$ cat src/rtl/riscv_dmem_pkg.sv
// Shared types for the data-memory arbiter: bus widths, owner id, request/response bundles.
// Latency and backpressure are properties of the modules that import this package.
package riscv_dmem_pkg;

  localparam int XLEN        = 32;
  localparam int NREQ        = 2;
  localparam int DEF_DEPTH   = 2;
  localparam int IDW         = (NREQ > 1) ? $clog2(NREQ) : 1;

  typedef logic [IDW-1:0] owner_t;

  typedef struct packed {
    logic [XLEN-1:0]   adr;
    logic              we;
    logic [XLEN/8-1:0] be;
    logic [XLEN-1:0]   d;
  } dmem_req_t;

  typedef struct packed {
    logic ack;
    logic err;
    logic misaligned;
    logic page_fault;
  } dmem_rsp_t;

  function automatic owner_t next_port(owner_t p);
    return (int'(p) == NREQ - 1) ? '0 : p + 1'b1;
  endfunction

endpackage

$ cat src/rtl/riscv_dmem_arbiter_if.sv
// Requester-side and memory-side signals of the data-memory arbiter.
// slave = arbiter view, master = the requesters and memory that surround it.
interface riscv_dmem_arbiter_if;
  import riscv_dmem_pkg::*;

  logic [NREQ-1:0]        req_i;
  logic [NREQ-1:0]        lock_i;
  logic [NREQ*XLEN-1:0]   adr_i;
  logic [NREQ-1:0]        we_i;
  logic [NREQ*XLEN/8-1:0] be_i;
  logic [NREQ*XLEN-1:0]   d_i;
  logic [NREQ-1:0]        gnt_o;
  logic [NREQ-1:0]        ack_o;
  logic [NREQ-1:0]        err_o;
  logic [NREQ-1:0]        misaligned_o;
  logic [NREQ-1:0]        page_fault_o;
  logic [XLEN-1:0]        q_o;
  logic                   mem_req_o;
  logic [XLEN-1:0]        mem_adr_o;
  logic                   mem_we_o;
  logic [XLEN/8-1:0]      mem_be_o;
  logic [XLEN-1:0]        mem_d_o;
  logic                   mem_stall_i;
  logic                   mem_ack_i;
  logic                   mem_err_i;
  logic                   mem_misaligned_i;
  logic                   mem_page_fault_i;
  logic [XLEN-1:0]        mem_q_i;
  logic                   spurious_o;

  modport slave (
    input  req_i, lock_i, adr_i, we_i, be_i, d_i,
    input  mem_stall_i, mem_ack_i, mem_err_i, mem_misaligned_i, mem_page_fault_i, mem_q_i,
    output gnt_o, ack_o, err_o, misaligned_o, page_fault_o, q_o,
    output mem_req_o, mem_adr_o, mem_we_o, mem_be_o, mem_d_o, spurious_o
  );

  modport master (
    output req_i, lock_i, adr_i, we_i, be_i, d_i,
    output mem_stall_i, mem_ack_i, mem_err_i, mem_misaligned_i, mem_page_fault_i, mem_q_i,
    input  gnt_o, ack_o, err_o, misaligned_o, page_fault_o, q_o,
    input  mem_req_o, mem_adr_o, mem_we_o, mem_be_o, mem_d_o, spurious_o
  );

endinterface

$ cat src/rtl/riscv_dmem_arb_fifo.sv
// Owner-id FIFO recording which port issued each outstanding access; head is read combinationally.
// Push/pop take effect at the clock edge; the caller must never push when full or pop when empty.
module riscv_dmem_arb_fifo #(
  parameter int DEPTH = 2,
  parameter int W     = 1,
  parameter int CW    = $clog2(DEPTH + 1)
) (
  input  logic          clk_i,
  input  logic          rst_ni,
  input  logic          push,
  input  logic          pop,
  input  logic [W-1:0]  wdata,
  output logic [W-1:0]  rdata,
  output logic [CW-1:0] count
);

  localparam int PW = (DEPTH > 1) ? $clog2(DEPTH) : 1;

  logic [W-1:0]  mem [DEPTH];
  logic [PW-1:0] wr_ptr, rd_ptr;

  function automatic logic [PW-1:0] ptr_inc(logic [PW-1:0] p);
    return (p == PW'(DEPTH - 1)) ? '0 : p + 1'b1;
  endfunction

  always_ff @(posedge clk_i) begin
    if (push) mem[wr_ptr] <= wdata;
  end

  always_ff @(posedge clk_i) begin
    if (!rst_ni) begin
      wr_ptr <= '0;
      rd_ptr <= '0;
      count  <= '0;
    end else begin
      if (push) wr_ptr <= ptr_inc(wr_ptr);
      if (pop)  rd_ptr <= ptr_inc(rd_ptr);
      if (push && !pop)      count <= count + 1'b1;
      else if (!push && pop) count <= count - 1'b1;
    end
  end

  assign rdata = mem[rd_ptr];

endmodule

$ cat src/rtl/riscv_dmem_arbiter.sv
// Round-robin/lockable arbiter sharing one dmem bus; grant and response routing are zero-cycle.
// Stops requesting memory while DEPTH accesses are outstanding; mem_stall_i holds off the grant.
module riscv_dmem_arbiter
  import riscv_dmem_pkg::*;
#(
  parameter int DEPTH = DEF_DEPTH
) (
  input  logic                 clk_i,
  input  logic                 rst_ni,
  riscv_dmem_arbiter_if.slave  bus
);

  localparam int CW = $clog2(DEPTH + 1);

  owner_t        rr_ptr, lock_id, sel, cand, head;
  logic          lock_vld;
  logic [CW-1:0] count;
  logic          not_full, accept, rsp_any, pop;
  dmem_req_t     req_mux;
  dmem_rsp_t     rsp_in;

  // Descending scan so the last hit is the first requester at or after rr_ptr.
  always_comb begin
    sel  = rr_ptr;
    cand = '0;
    if (lock_vld) begin
      sel = lock_id;
    end else begin
      for (int k = NREQ - 1; k >= 0; k--) begin
        cand = owner_t'((int'(rr_ptr) + k) % NREQ);
        if (bus.req_i[cand]) sel = cand;
      end
    end
  end

  // Gated by reset so nothing is granted into a FIFO that is being cleared.
  assign not_full      = (count < CW'(DEPTH));
  assign bus.mem_req_o = rst_ni & bus.req_i[sel] & not_full;
  assign accept        = bus.mem_req_o & ~bus.mem_stall_i;
  assign bus.gnt_o     = accept ? (NREQ'(1) << sel) : '0;

  assign req_mux.adr = bus.adr_i[int'(sel)*XLEN +: XLEN];
  assign req_mux.we  = bus.we_i[sel];
  assign req_mux.be  = bus.be_i[int'(sel)*(XLEN/8) +: XLEN/8];
  assign req_mux.d   = bus.d_i[int'(sel)*XLEN +: XLEN];

  assign bus.mem_adr_o = req_mux.adr;
  assign bus.mem_we_o  = req_mux.we;
  assign bus.mem_be_o  = req_mux.be;
  assign bus.mem_d_o   = req_mux.d;

  always_ff @(posedge clk_i) begin
    if (!rst_ni) begin
      rr_ptr   <= '0;
      lock_vld <= 1'b0;
      lock_id  <= '0;
    end else if (accept) begin
      rr_ptr   <= next_port(sel);
      lock_vld <= bus.lock_i[sel];
      lock_id  <= sel;
    end else if (lock_vld && !bus.lock_i[lock_id]) begin
      lock_vld <= 1'b0;
    end
  end

  riscv_dmem_arb_fifo #(.DEPTH(DEPTH), .W(IDW), .CW(CW)) u_owner_fifo (
    .clk_i  (clk_i),
    .rst_ni (rst_ni),
    .push   (accept),
    .pop    (pop),
    .wdata  (sel),
    .rdata  (head),
    .count  (count)
  );

  assign rsp_in = {bus.mem_ack_i, bus.mem_err_i, bus.mem_misaligned_i, bus.mem_page_fault_i};
  assign rsp_any = |rsp_in;
  // A response arriving with nothing outstanding is never matched to a same-cycle grant.
  assign pop            = rst_ni & rsp_any & (count != '0);
  assign bus.spurious_o = rst_ni & rsp_any & (count == '0);

  always_comb begin
    bus.ack_o        = '0;
    bus.err_o        = '0;
    bus.misaligned_o = '0;
    bus.page_fault_o = '0;
    bus.q_o          = '0;
    if (pop) begin
      bus.ack_o[head]        = rsp_in.ack;
      bus.err_o[head]        = rsp_in.err;
      bus.misaligned_o[head] = rsp_in.misaligned;
      bus.page_fault_o[head] = rsp_in.page_fault;
      bus.q_o                = bus.mem_q_i;
    end
  end

endmodule

$ cat src/flat_wrapper.sv
// flat-port wrapper written by rule: the top's interface ports become plain ports
module riscv_dmem_arbiter_flat import riscv_dmem_pkg::*;
#(
  parameter int DEPTH = DEF_DEPTH
)
  (clk_i, rst_ni, bus_req_i, bus_lock_i, bus_adr_i, bus_we_i, bus_be_i, bus_d_i, bus_mem_stall_i, bus_mem_ack_i, bus_mem_err_i, bus_mem_misaligned_i, bus_mem_page_fault_i, bus_mem_q_i, bus_gnt_o, bus_ack_o, bus_err_o, bus_misaligned_o, bus_page_fault_o, bus_q_o, bus_mem_req_o, bus_mem_adr_o, bus_mem_we_o, bus_mem_be_o, bus_mem_d_o, bus_spurious_o);
  riscv_dmem_arbiter_if bus_i ();
  input  logic clk_i;
  input  logic rst_ni;
  input wire logic [$bits(bus_i.req_i)-1:0] bus_req_i;
  input wire logic [$bits(bus_i.lock_i)-1:0] bus_lock_i;
  input wire logic [$bits(bus_i.adr_i)-1:0] bus_adr_i;
  input wire logic [$bits(bus_i.we_i)-1:0] bus_we_i;
  input wire logic [$bits(bus_i.be_i)-1:0] bus_be_i;
  input wire logic [$bits(bus_i.d_i)-1:0] bus_d_i;
  input wire logic [$bits(bus_i.mem_stall_i)-1:0] bus_mem_stall_i;
  input wire logic [$bits(bus_i.mem_ack_i)-1:0] bus_mem_ack_i;
  input wire logic [$bits(bus_i.mem_err_i)-1:0] bus_mem_err_i;
  input wire logic [$bits(bus_i.mem_misaligned_i)-1:0] bus_mem_misaligned_i;
  input wire logic [$bits(bus_i.mem_page_fault_i)-1:0] bus_mem_page_fault_i;
  input wire logic [$bits(bus_i.mem_q_i)-1:0] bus_mem_q_i;
  output wire logic [$bits(bus_i.gnt_o)-1:0] bus_gnt_o;
  output wire logic [$bits(bus_i.ack_o)-1:0] bus_ack_o;
  output wire logic [$bits(bus_i.err_o)-1:0] bus_err_o;
  output wire logic [$bits(bus_i.misaligned_o)-1:0] bus_misaligned_o;
  output wire logic [$bits(bus_i.page_fault_o)-1:0] bus_page_fault_o;
  output wire logic [$bits(bus_i.q_o)-1:0] bus_q_o;
  output wire logic [$bits(bus_i.mem_req_o)-1:0] bus_mem_req_o;
  output wire logic [$bits(bus_i.mem_adr_o)-1:0] bus_mem_adr_o;
  output wire logic [$bits(bus_i.mem_we_o)-1:0] bus_mem_we_o;
  output wire logic [$bits(bus_i.mem_be_o)-1:0] bus_mem_be_o;
  output wire logic [$bits(bus_i.mem_d_o)-1:0] bus_mem_d_o;
  output wire logic [$bits(bus_i.spurious_o)-1:0] bus_spurious_o;
  assign bus_i.req_i = bus_req_i;
  assign bus_i.lock_i = bus_lock_i;
  assign bus_i.adr_i = bus_adr_i;
  assign bus_i.we_i = bus_we_i;
  assign bus_i.be_i = bus_be_i;
  assign bus_i.d_i = bus_d_i;
  assign bus_i.mem_stall_i = bus_mem_stall_i;
  assign bus_i.mem_ack_i = bus_mem_ack_i;
  assign bus_i.mem_err_i = bus_mem_err_i;
  assign bus_i.mem_misaligned_i = bus_mem_misaligned_i;
  assign bus_i.mem_page_fault_i = bus_mem_page_fault_i;
  assign bus_i.mem_q_i = bus_mem_q_i;
  assign bus_gnt_o = bus_i.gnt_o;
  assign bus_ack_o = bus_i.ack_o;
  assign bus_err_o = bus_i.err_o;
  assign bus_misaligned_o = bus_i.misaligned_o;
  assign bus_page_fault_o = bus_i.page_fault_o;
  assign bus_q_o = bus_i.q_o;
  assign bus_mem_req_o = bus_i.mem_req_o;
  assign bus_mem_adr_o = bus_i.mem_adr_o;
  assign bus_mem_we_o = bus_i.mem_we_o;
  assign bus_mem_be_o = bus_i.mem_be_o;
  assign bus_mem_d_o = bus_i.mem_d_o;
  assign bus_spurious_o = bus_i.spurious_o;
  riscv_dmem_arbiter #(.DEPTH(DEPTH)) u_core (.clk_i(clk_i), .rst_ni(rst_ni), .bus(bus_i));
endmodule
$ cat config.mk
export PLATFORM = sky130hd
export DESIGN_NAME = riscv_dmem_arbiter_flat
export DESIGN_NICKNAME = d
export VERILOG_FILES = /design/src/rtl/riscv_dmem_pkg.sv /design/src/rtl/riscv_dmem_arbiter_if.sv /design/src/rtl/riscv_dmem_arb_fifo.sv /design/src/rtl/riscv_dmem_arbiter.sv /design/src/flat_wrapper.sv
export SDC_FILE = /design/constraint.sdc
export NUM_CORES = 1
export LEC_CHECK = 0
export BUFFER_PORTS_ARGS = -buffer_cell sky130_fd_sc_hd__buf_2
export CAP_MARGIN = 20
export CORE_AREA = 2 2 113 115
export DETAILED_ROUTE_END_ITERATION = 16
export DIE_AREA = 0 0 115 117
export PLACE_DENSITY = 0.52
export SLEW_MARGIN = 20
export SYNTH_ARGS = -nofsm -noshare
export SYNTH_HDL_FRONTEND = slang
export SYNTH_SLANG_ARGS = --single-unit
$ cat constraint.sdc
create_clock -name clk_i -period 1.85 [get_ports clk_i]
set_input_delay 0.4625 -clock clk_i [delete_from_list [all_inputs] [get_ports clk_i]]
set_output_delay 0.4625 -clock clk_i [all_outputs]
set_load 0.1 [all_outputs]
==> results of run 1 <==
-- cell usage after synthesis, drive strengths merged, types with 3 or more instances --
| master | number |
|---|---|
| dfxtp | 8 |
| a21oi | 5 |
| inv | 6 |
| clkbuf | 3 |
| o21ai | 6 |
| nor2 | 4 |
| mux2 | 69 |
| nand3 | 3 |
| buf | 7 |
| and2 | 41 |
-- layout make-up --
| class | count | area [sq um] |
|---|---|---|
| Inverter | 6 | 28.8 |
| Multi-Input combinational cell | 154 | 1840 |
| Sequential cell | 10 | 230 |
| Tap cell | 150 | 188 |
| Fill cell | 1092 | 6290 |
| Timing Repair Buffer | 338 | 3660 |
| Clock buffer | 3 | 75.1 |
-- placed cells by master, fill, tap and decap left out, types with 2 or more instances in the layout --
cell	count
nand3_1	3
nor2_1	2
o21ai_0	5
nand2_4	2
dfxtp_2	2
buf_16	2
a21oi_1	3
inv_2	2
buf_4	29
buf_6	11
mux2_4	69
inv_1	2
edfxtp_1	2
buf_2	176
xor2_1	2
clkbuf_16	3
and2_4	40
nor3_2	2
buf_12	116
dfxtp_1	4
or3_1	2
a21oi_4	2
buf_8	4
dfxtp_4	2
-- through the flow --
step | power, uW | util [%] | hold WS (ps) | setup WS, ps | TNS, ps
2_1_floorplan | 3890 | - | 438 | -316 | -15570
3_3_place_gp | 5420 | 41.5 | 452 | -355 | -35590
3_5_place_dp | 5470 | 41.5 | 478 | -378 | -37300
4_1_cts | 6550 | 48.7 | 500 | -367 | -30180
5_1_grt | 6750 | 48.9 | 535 | -418 | -35150
6_report | 6560 | 48.9 | 490 | -355 | -29220
-- registers in the layout, summed over array words and instances (netlist names), named ones only --
signal                      count
u_core.u_owner_fifo.count       2
u_core.u_owner_fifo.mem         2
u_core.lock_id                  1
u_core.lock_vld                 1
u_core.rr_ptr                   1
u_core.u_owner_fifo.rd_ptr      1
u_core.u_owner_fifo.wr_ptr      1
-- path summary, 6_finish.rpt --
kind                                                    end  slack (ps)  cells after the start
setup reg to reg  u_core.u_owner_fifo.count[1]$_SDFFE_PN0P_          80                      9
hold reg to reg     u_core.u_owner_fifo.wr_ptr$_SDFFE_PN0P_         490                      2
hold / removal      u_core.u_owner_fifo.wr_ptr$_SDFFE_PN0P_         490                      2
setup / recovery                            bus_mem_d_o[29]        -350                      8
-- metal layers --
layer	GRT usage (%)	share of wire (%)	up-vias	wire length, um
met5	0	0	-	0
met2	26.9	58	103	5970
li1	-	-	1307	-
met3	1.85	5.8	6	595
met4	2.01	0.61	0	63
met1	15.6	36	1253	3660
-- worst max-delay path, stage by stage --
cell,delay (ps)
buf_6,90
nor2b_4,120
o211ai_4,210
buf_6,150
nand2_8,70
buf_8,150
mux2_4,310
buf_12,170
-- repair_timing --
action | CTS | global route
pin swaps | 17 | 7
gates cloned | 3 | 0
hold buffers | 0 | 0
setup buffers | 10 | 1
gates resized for setup | 181 | 5
setup endpoints to repair | 114 | 113
-- cell families after synthesis --
family	count (synthesis)	synth area share [%]
AOI/OAI and AO/OA	17	5.89
xor gates and xnor gates	2	0.917
adders and majority gates	1	0.655
buffers and inverters	16	5.89
DFF	10	11.5
muxes	71	55.3
and+or+nand+nor	62	19.8
-- power breakdown --
part           leakage [uW]  total [uW]  internal [uW]  switching (uW)
clock             0.0000370         364            279            85.2
sequential        0.0000865         348            290            58.6
combinational       0.00287        5850           2350            3490
total               0.00299        6560           2920            3640
==> impl_metrics.yaml, run 1 <==
floorplanning:
  die-area_sq_um: 13500
  initial_utilization_pct: 15.5
  io_pins: 294
  die_y_um: 117
  num_rows: 41
  die_width_um: 115
  core_area_sq_um: 12300
route:
  wire_per_inst_um: 15.6
  antenna_left: 0
  vias: 2669
  routed_wl_mm: 10.3
  drt-initial-drc-count: 44
  vias_per_cell: 4.04
  drc: 0
  drt_pre_antenna_iters: 4
synth:
  synth.distinct_cells: 32
  synth_top_area_share_pct: 54.2
  synth-edff-count: 2
  yosysTopAreaCell: "mux2_4"
  ys_seq_elements: 10
  avgSynthCellArea_sq_um: 10.7
  synthCells: 179
  yosys-top-cells-area: "mux2_4 (54%), and2_1 (13%), dfxtp_1 (8.4%)"
  syn_nets: 361
  yosys_warnings: 0
  ys.flop_type: "dfxtp_1"
  async_reset_ff_share_pct: 0
  synth-seq-area-share_pct: 11.5
  syn_area_sq_um: 1910
grt:
  grt_max_degree: 33
  grt_usage_pct: 13.5
  grt-ovfl-total: 0
  grt_antenna_before_repair: 0
  grt_pass1_vias: 2676
  grt_pass1_wl_mm: 14.3
clocking:
  cts_tree: "built"
  cts_max_path_buffers: 2
  clock_latency_ps: 230
  cts.sinks: 10
  cts_root_buf: "clkbuf_16"
  cts.clk_slew.worst_paths_ps: 40
  cts_buffers: 3
  htreeDepth: 1
sta:
  rsz0062_at_grt: "true"
  maxSlewViolCount: 0
  fmax_mhz: 454
  hold_viol: 0
  fin_crit_sh_pct: 119
  finalSetupViolCount: 108
  setup_slack_ps: -355
  worst_slew_pin_slew_ps: 295
  fin_skew_ps: 1.16
  finalCriticalPeriod_ps: 2200
  relSlewSlack_pct: 80.3
power:
  ir_drop_mv: 0.602
  power.density_nw_per_um2: 1090
  power_leakage_uw: 0.00299
setup_path:
  cp-end-kind: "output pin"
  worst-setup-path-type: "input port to output pin"
  arrival_ps: 1740
  cp-startpoint: "bus_req_i[1]"
  startpoint_type: "input port"
  r2r-start: "u_core.lock_id$_SDFFE_PN0P_"
  worstPathRequired_ps: 1390
  path_max_fanout: 7
status:
  violations: "negative setup slack"
  outcome: "finished, violations left"
placed_design:
  placed_cell_area_sq_um: 5110
  routabilityCongestion: 0.756
  placed_cells: 645
  port_buffers: 293
  hpwlAfterDp_mm: 8.43
job:
  maxCapViolations: 0
final_layout:
  fin_nets: 695
  area_growth_pct: 215
  fin_cells: 661
  drive_gt1_share_pct: 93.5
  antenna_cells: 0
  fin_area_sq_um: 6030
hold_path:
  min_from: "u_core.u_owner_fifo.wr_ptr$_SDFFE_PN0P_"
  hp-class: "flop to flop"
Power figures use the tool's default switching activity.
==> run 2, diff against run 1 <==
CORE_AREA = 2 2 114 116   (was 2 2 113 115)
DIE_AREA = 0 0 116 118   (was 0 0 115 117)
PLACE_DENSITY = 0.49   (was 0.52)
clock period = 2.2 ns   (was 1.85 ns; I/O delays follow)
==> impl_metrics.yaml, run 2 (synthesis gave the netlist of run 1 again) <==
clocking:
  cts_max_path_buffers: 2
  cts.clk_slew.worst_paths_ps: 40
  clock_latency_ps: 230
  cts_tree: "built"
  cts_buffers: 3
  cts.sinks: 10
  htreeDepth: 1
  cts_root_buf: "clkbuf_16"
final_layout:
  drive_gt1_share_pct: 91.2
  fin_nets: 692
  area_growth_pct: 212
  final_common_cell: "buf_2"
  multiInputGateArea_sq_um: 1780
  seq_area_sq_um: 224
  fin_cells: 681
  layout_common_cells: "buf_2 (176), buf_12 (117), mux2_4 (69)"
  fin_util_pct: 48.0
  antenna_cells: 0
  fillers: 1149
  reg_top3: "u_core.u_owner_fifo.count (2), u_core.u_owner_fifo.mem (2)"
setup_path:
  startpoint_type: "input port"
  worst-setup-path-type: "input port to output pin"
  arrival_ps: 1930
  worstPathRequired_ps: 1650
  r2r-start: "u_core.rr_ptr$_SDFFE_PN0P_"
  cp-end-kind: "output pin"
  path_max_fanout: 6
  cp-startpoint: "bus_req_i[1]"
power:
  finalPower_uw: 5410
  power.density_nw_per_um2: 908
  ir_drop_mv: 0.559
  power_leakage_uw: 0.00296
route:
  vias_per_cell: 3.96
  drt_pre_antenna_iters: 4
  drt-initial-drc-count: 81
  vias: 2700
  routed_wl_mm: 11.0
  antenna_left: 0
  drc: 0
  wire_per_inst_um: 16.1
floorplanning:
  die_width_um: 116
  core_area_sq_um: 12400
  io_pins: 294
  die_y_um: 118
  num_rows: 41
  die-area_sq_um: 13700
  initial_utilization_pct: 15.4
sta:
  fin_skew_ps: 1.52
  finalCriticalPeriod_ps: 2480
  hold_viol: 0
  fmax_mhz: 404
  setup_slack_ps: -277
  maxSlewViolCount: 0
  relSlewSlack_pct: 67.1
  rsz0062_at_grt: "true"
  fin_crit_sh_pct: 113
  finalSetupViolCount: 71
  worst_slew_pin_slew_ps: 497
  whs_ps: 482
hold_path:
  hp-class: "flop to flop"
  min_from: "u_core.u_owner_fifo.rd_ptr$_SDFFE_PN0N_"
placed_design:
  port_buffers: 293
  routabilityCongestion: 0.865
  hpwlAfterDp_mm: 9.39
  placed_cells: 659
status:
  outcome: "finished, violations left"
  violations: "negative setup slack"
job:
  maxCapViolations: 0
grt:
  grt_antenna_before_repair: 1
  grt_pass1_wl_mm: 15.4
  grt_pass1_vias: 2735
  grt-ovfl-total: 0
  grt_max_degree: 34
  grt_usage_pct: 14.6
## run 2: changes by cell type in the layout (fill, tap and decap cells not counted), moves of 2 or more
cell	before	now
and2_2	0	8
and2_4	40	32
buf_4	29	33
buf_6	11	4
buf_8	4	1
clkbuf_16	3	5
dfxtp_4	2	0
## run 2: area by class of cell
| cell class | instances | area share, % |
|---|---|---|
| clock buffers | 3 | 1.26 |
| flip-flops and latches | 10 | 3.76 |
| well taps | 172 | 3.61 |
| inverters | 6 | 0.441 |
| multi-input cells | 154 | 29.8 |
| repair buffers | 335 | 61.1 |
| clock inverters | 1 | 0.0630 |
## run 2: path summary, 6_finish.rpt
path	end	slack, ps	cells after the start
worst min-delay path	flop	480	1
worst max-delay path	bus_mem_adr_o[10]	-280	8
worst max register to register	u_core.lock_id$_SDFFE_PN0P_	120	11
worst min register to register	flop	480	1
## run 2: power breakdown
| group | switching, uW | leakage [uW] | internal, uW |
|---|---|---|---|
| Sequential | 54.0 | 0.0000856 | 239 |
| Combinational | 2900 | 0.00284 | 1900 |
| Clock | 80.4 | 0.0000385 | 238 |
| Total | 3030 | 0.00296 | 2380 |
## run 2: metrics by stage
| stage | cell area (sq um) | setup WS, ps | TNS, ps |
|---|---|---|---|
| 2_1_floorplan | 2020 | -141 | -4880 |
| 3_3_place_gp | 5520 | -239 | -17460 |
| 3_5_place_dp | 5520 | -274 | -19810 |
| 4_1_cts | 5790 | -272 | -14250 |
| 5_1_grt | 5960 | -322 | -18790 |
| 6_report | 5960 | -277 | -15150 |
## run 2: layer usage
metal	track usage (%)	vias to the layer above	part of all wire, %
met3	4.02	16	8.6
li1	-	1299	-
met2	27.0	152	52
met1	15.6	1231	36
met5	0	-	0.064
met4	4.76	2	2.8
## run 2: critical path, stage by stage
cell and delay [ps]:
buf_6 90, nor2b_4 130, o211ai_4 230, nand2_4 140, buf_12 160, buf_16 140
mux2_4 310, buf_12 170
## run 2: timing repair
| item | in CTS | in global routing |
|---|---|---|
| gates cloned | 2 | 3 |
| resized for setup | 31 | 14 |
| pin swaps | 5 | 5 |
| buffers inserted | 9 | 5 |
| endpoints found under the setup margin | 103 | 103 |
| hold buffers | 0 | 0 |
==> run 3, diff against run 2 <==
CORE_AREA = 2 2 115 117   (was 2 2 114 116)
DIE_AREA = 0 0 117 119   (was 0 0 116 118)
SYNTH_HIERARCHICAL = 1   (was unset)
==> impl_metrics.yaml, run 3 <==
status:
  outcome: "finished, violations left"
  violations: "negative setup slack"
grt:
  grt_max_degree: 14
  grt-ovfl-total: 0
  grt_antenna_before_repair: 0
  grt_pass1_wl_mm: 15.8
  grt_usage_pct: 14.5
  grt_pass1_vias: 2868
floorplanning:
  die_width_um: 117
  die-area_sq_um: 13900
  die_y_um: 119
  num_rows: 42
  initial_utilization_pct: 15.6
  io_pins: 294
  core_area_sq_um: 12900
sta:
  tns_ps: -24830
  hold_viol: 0
  worst_slew_pin_slew_ps: 388
  fin_crit_sh_pct: 116
  relSlewSlack_pct: 74.1
  fmax_mhz: 392
  rsz0062_at_grt: "true"
  fin_skew_ps: 0.934
  maxSlewViolCount: 0
  setup_slack_ps: -353
  whs_ps: 557
  finalSetupViolCount: 104
  finalCriticalPeriod_ps: 2550
final_layout:
  drive_gt1_share_pct: 91.5
  fillers: 1182
  antenna_cells: 0
  area_growth_pct: 201
  fin_cells: 684
  seq_area_sq_um: 221
  fin_util_pct: 47.0
  multiInputGateArea_sq_um: 1840
  final_common_cell: "buf_2"
  fin_nets: 691
  layout_common_cells: "buf_2 (175), buf_12 (116), mux2_4 (69)"
  reg_top3: "u_core/u_owner_fifo/count (2), u_core/u_owner_fifo/mem (2)"
clocking:
  htreeDepth: 1
  cts_tree: "built"
  cts.sinks: 10
  clock_latency_ps: 240
  cts_buffers: 3
  cts_root_buf: "clkbuf_16"
  cts_max_path_buffers: 2
  cts.clk_slew.worst_paths_ps: 40
  hold_buffers: 0
power:
  power_leakage_uw: 0.00299
  p_sw_uw: 2900
  p_seq_share_pct: 5.1
  power.density_nw_per_um2: 876
  p_int_uw: 2400
  pwr-share-clk_pct: 6.8
  ir_drop_mv: 0.381
  swShare_pct: 54.7
  combPwrFrac_pct: 88.1
route:
  drc: 0
  routed_wl_mm: 11.0
  vias_per_cell: 3.90
  wire_per_inst_um: 16.2
  vias: 2665
  drt_pre_antenna_iters: 4
  drt-initial-drc-count: 61
  antenna_left: 0
placed_design:
  place_ws_ps: -429
  port_buffers: 293
  routabilityCongestion: 0.770
  hpwlAfterDp_mm: 9.31
  placed_cells: 664
synth:
  avgSynthCellArea_sq_um: 11.2
  synth.distinct_cells: 29
  yosys_warnings: 6
  synth-seq-area-share_pct: 10.9
  synth_top_area_share_pct: 51.5
  yosysTopAreaCell: "mux2_4"
  syn_nets: 361
  ys.flop_type: "dfxtp_1"
  synthCells: 179
  yosys-top-cells-area: "mux2_4 (51%), and2_1 (13%), dfxtp_1 (8.0%)"
  yosysMostFrequentCell: "mux2_4"
  ys_seq_elements: 10
  synth-edff-count: 2
  syn_area_sq_um: 2010
  async_reset_ff_share_pct: 0
  synth_common_cells: "mux2_4 (69), and2_1 (41), dfxtp_1 (8)"
setup_path:
  worstPathRequired_ps: 1650
  arrival_ps: 2000
  cp_slowest_cell: "mux2_4"
  max_stage_delay_ps: 310
  worst-setup-path-type: "input port to output pin"
  cp-end-kind: "output pin"
  crit_path_cell_trace: "buf_8 -> nand2b_4 -> a211oi_4 -> nand2b_4 -> buf_12 -> buf_16 -> mux2_4 -> buf_12"
  path_max_fanout: 8
  startpoint_type: "input port"
  crit_family: "buffers and inverters"
  path_buf_inv: 4
job:
  maxCapViolations: 0
hold_path:
  hp-class: "flop to flop"
## run 3: what timing repair did
| item | CTS | global route |
|---|---|---|
| endpoints found under the setup margin | 109 | 112 |
| gates resized for setup | 65 | 22 |
| hold endpoints to repair | 0 | 0 |
| gates cloned | 7 | 0 |
| pin swaps | 34 | 18 |
| setup buffers | 14 | 5 |
## run 3: area by class of cell
class / instances / share of cell area, %
Clock buffer: 4 / 1.47
Inverter: 2 / 0.165
Multi-Input combinational cell: 156 / 30.4
Sequential cell: 10 / 3.66
Tap cell: 176 / 3.64
Timing Repair Buffer: 336 / 60.7
## run 3: power groups by stage
stage | sequential [uW] | clock, uW | combinational [uW]
2_1_floorplan | 264 | 0 | 2810
3_3_place_gp | 270 | 0 | 4280
3_5_place_dp | 271 | 0 | 4320
4_1_cts | 268 | 366 | 4720
5_1_grt | 277 | 372 | 4810
6_report | 271 | 360 | 4680
## run 3: final timing paths
kind              slack, ps                                   endpoint  depth (start not counted)                                 startpoint
setup reg to reg        160  u_core/u_owner_fifo/count[1]$_SDFFE_PN0P_                         10  u_core/u_owner_fifo/count[0]$_SDFFE_PN0P_
hold / removal          560       u_core/u_owner_fifo/mem[0]$_DFFE_PP_                          1    u_core/u_owner_fifo/wr_ptr$_SDFFE_PN0P_
hold reg to reg         560       u_core/u_owner_fifo/mem[0]$_DFFE_PP_                          1    u_core/u_owner_fifo/wr_ptr$_SDFFE_PN0P_
setup / recovery       -350                            bus_mem_d_o[21]                          8                               bus_req_i[0]
## run 3: per-layer routing
layer  vias up  wire (um)  share of wire (%)  global-route usage (%)
li1       1291          -                  -                       -
met3        10        658                6.0                    1.22
met5         -          0                  0                       0
met4         0        314                2.8                    4.41
met1      1254       3980                 36                    16.1
met2       110       6090                 55                    28.5
## run 3: through the flow
| stage | instance area, sq um | power [uW] |
|---|---|---|
| final | 6060 | 5310 |
| after global routing | 6060 | 5460 |
| after CTS | 6060 | 5350 |
| after detailed placement | 5580 | 4590 |
| after global placement | 5580 | 4550 |
| after floorplan | 2140 | 3070 |
## run 3: cell families after synthesis
group	after synthesis	share of synthesized area, %
simple gates	66	19.5
mux	72	53.0
buf+inv	13	8.45
compound gates	14	6.15
flops	10	10.9
xor+xnor	3	1.31
fa+ha+maj	1	0.621
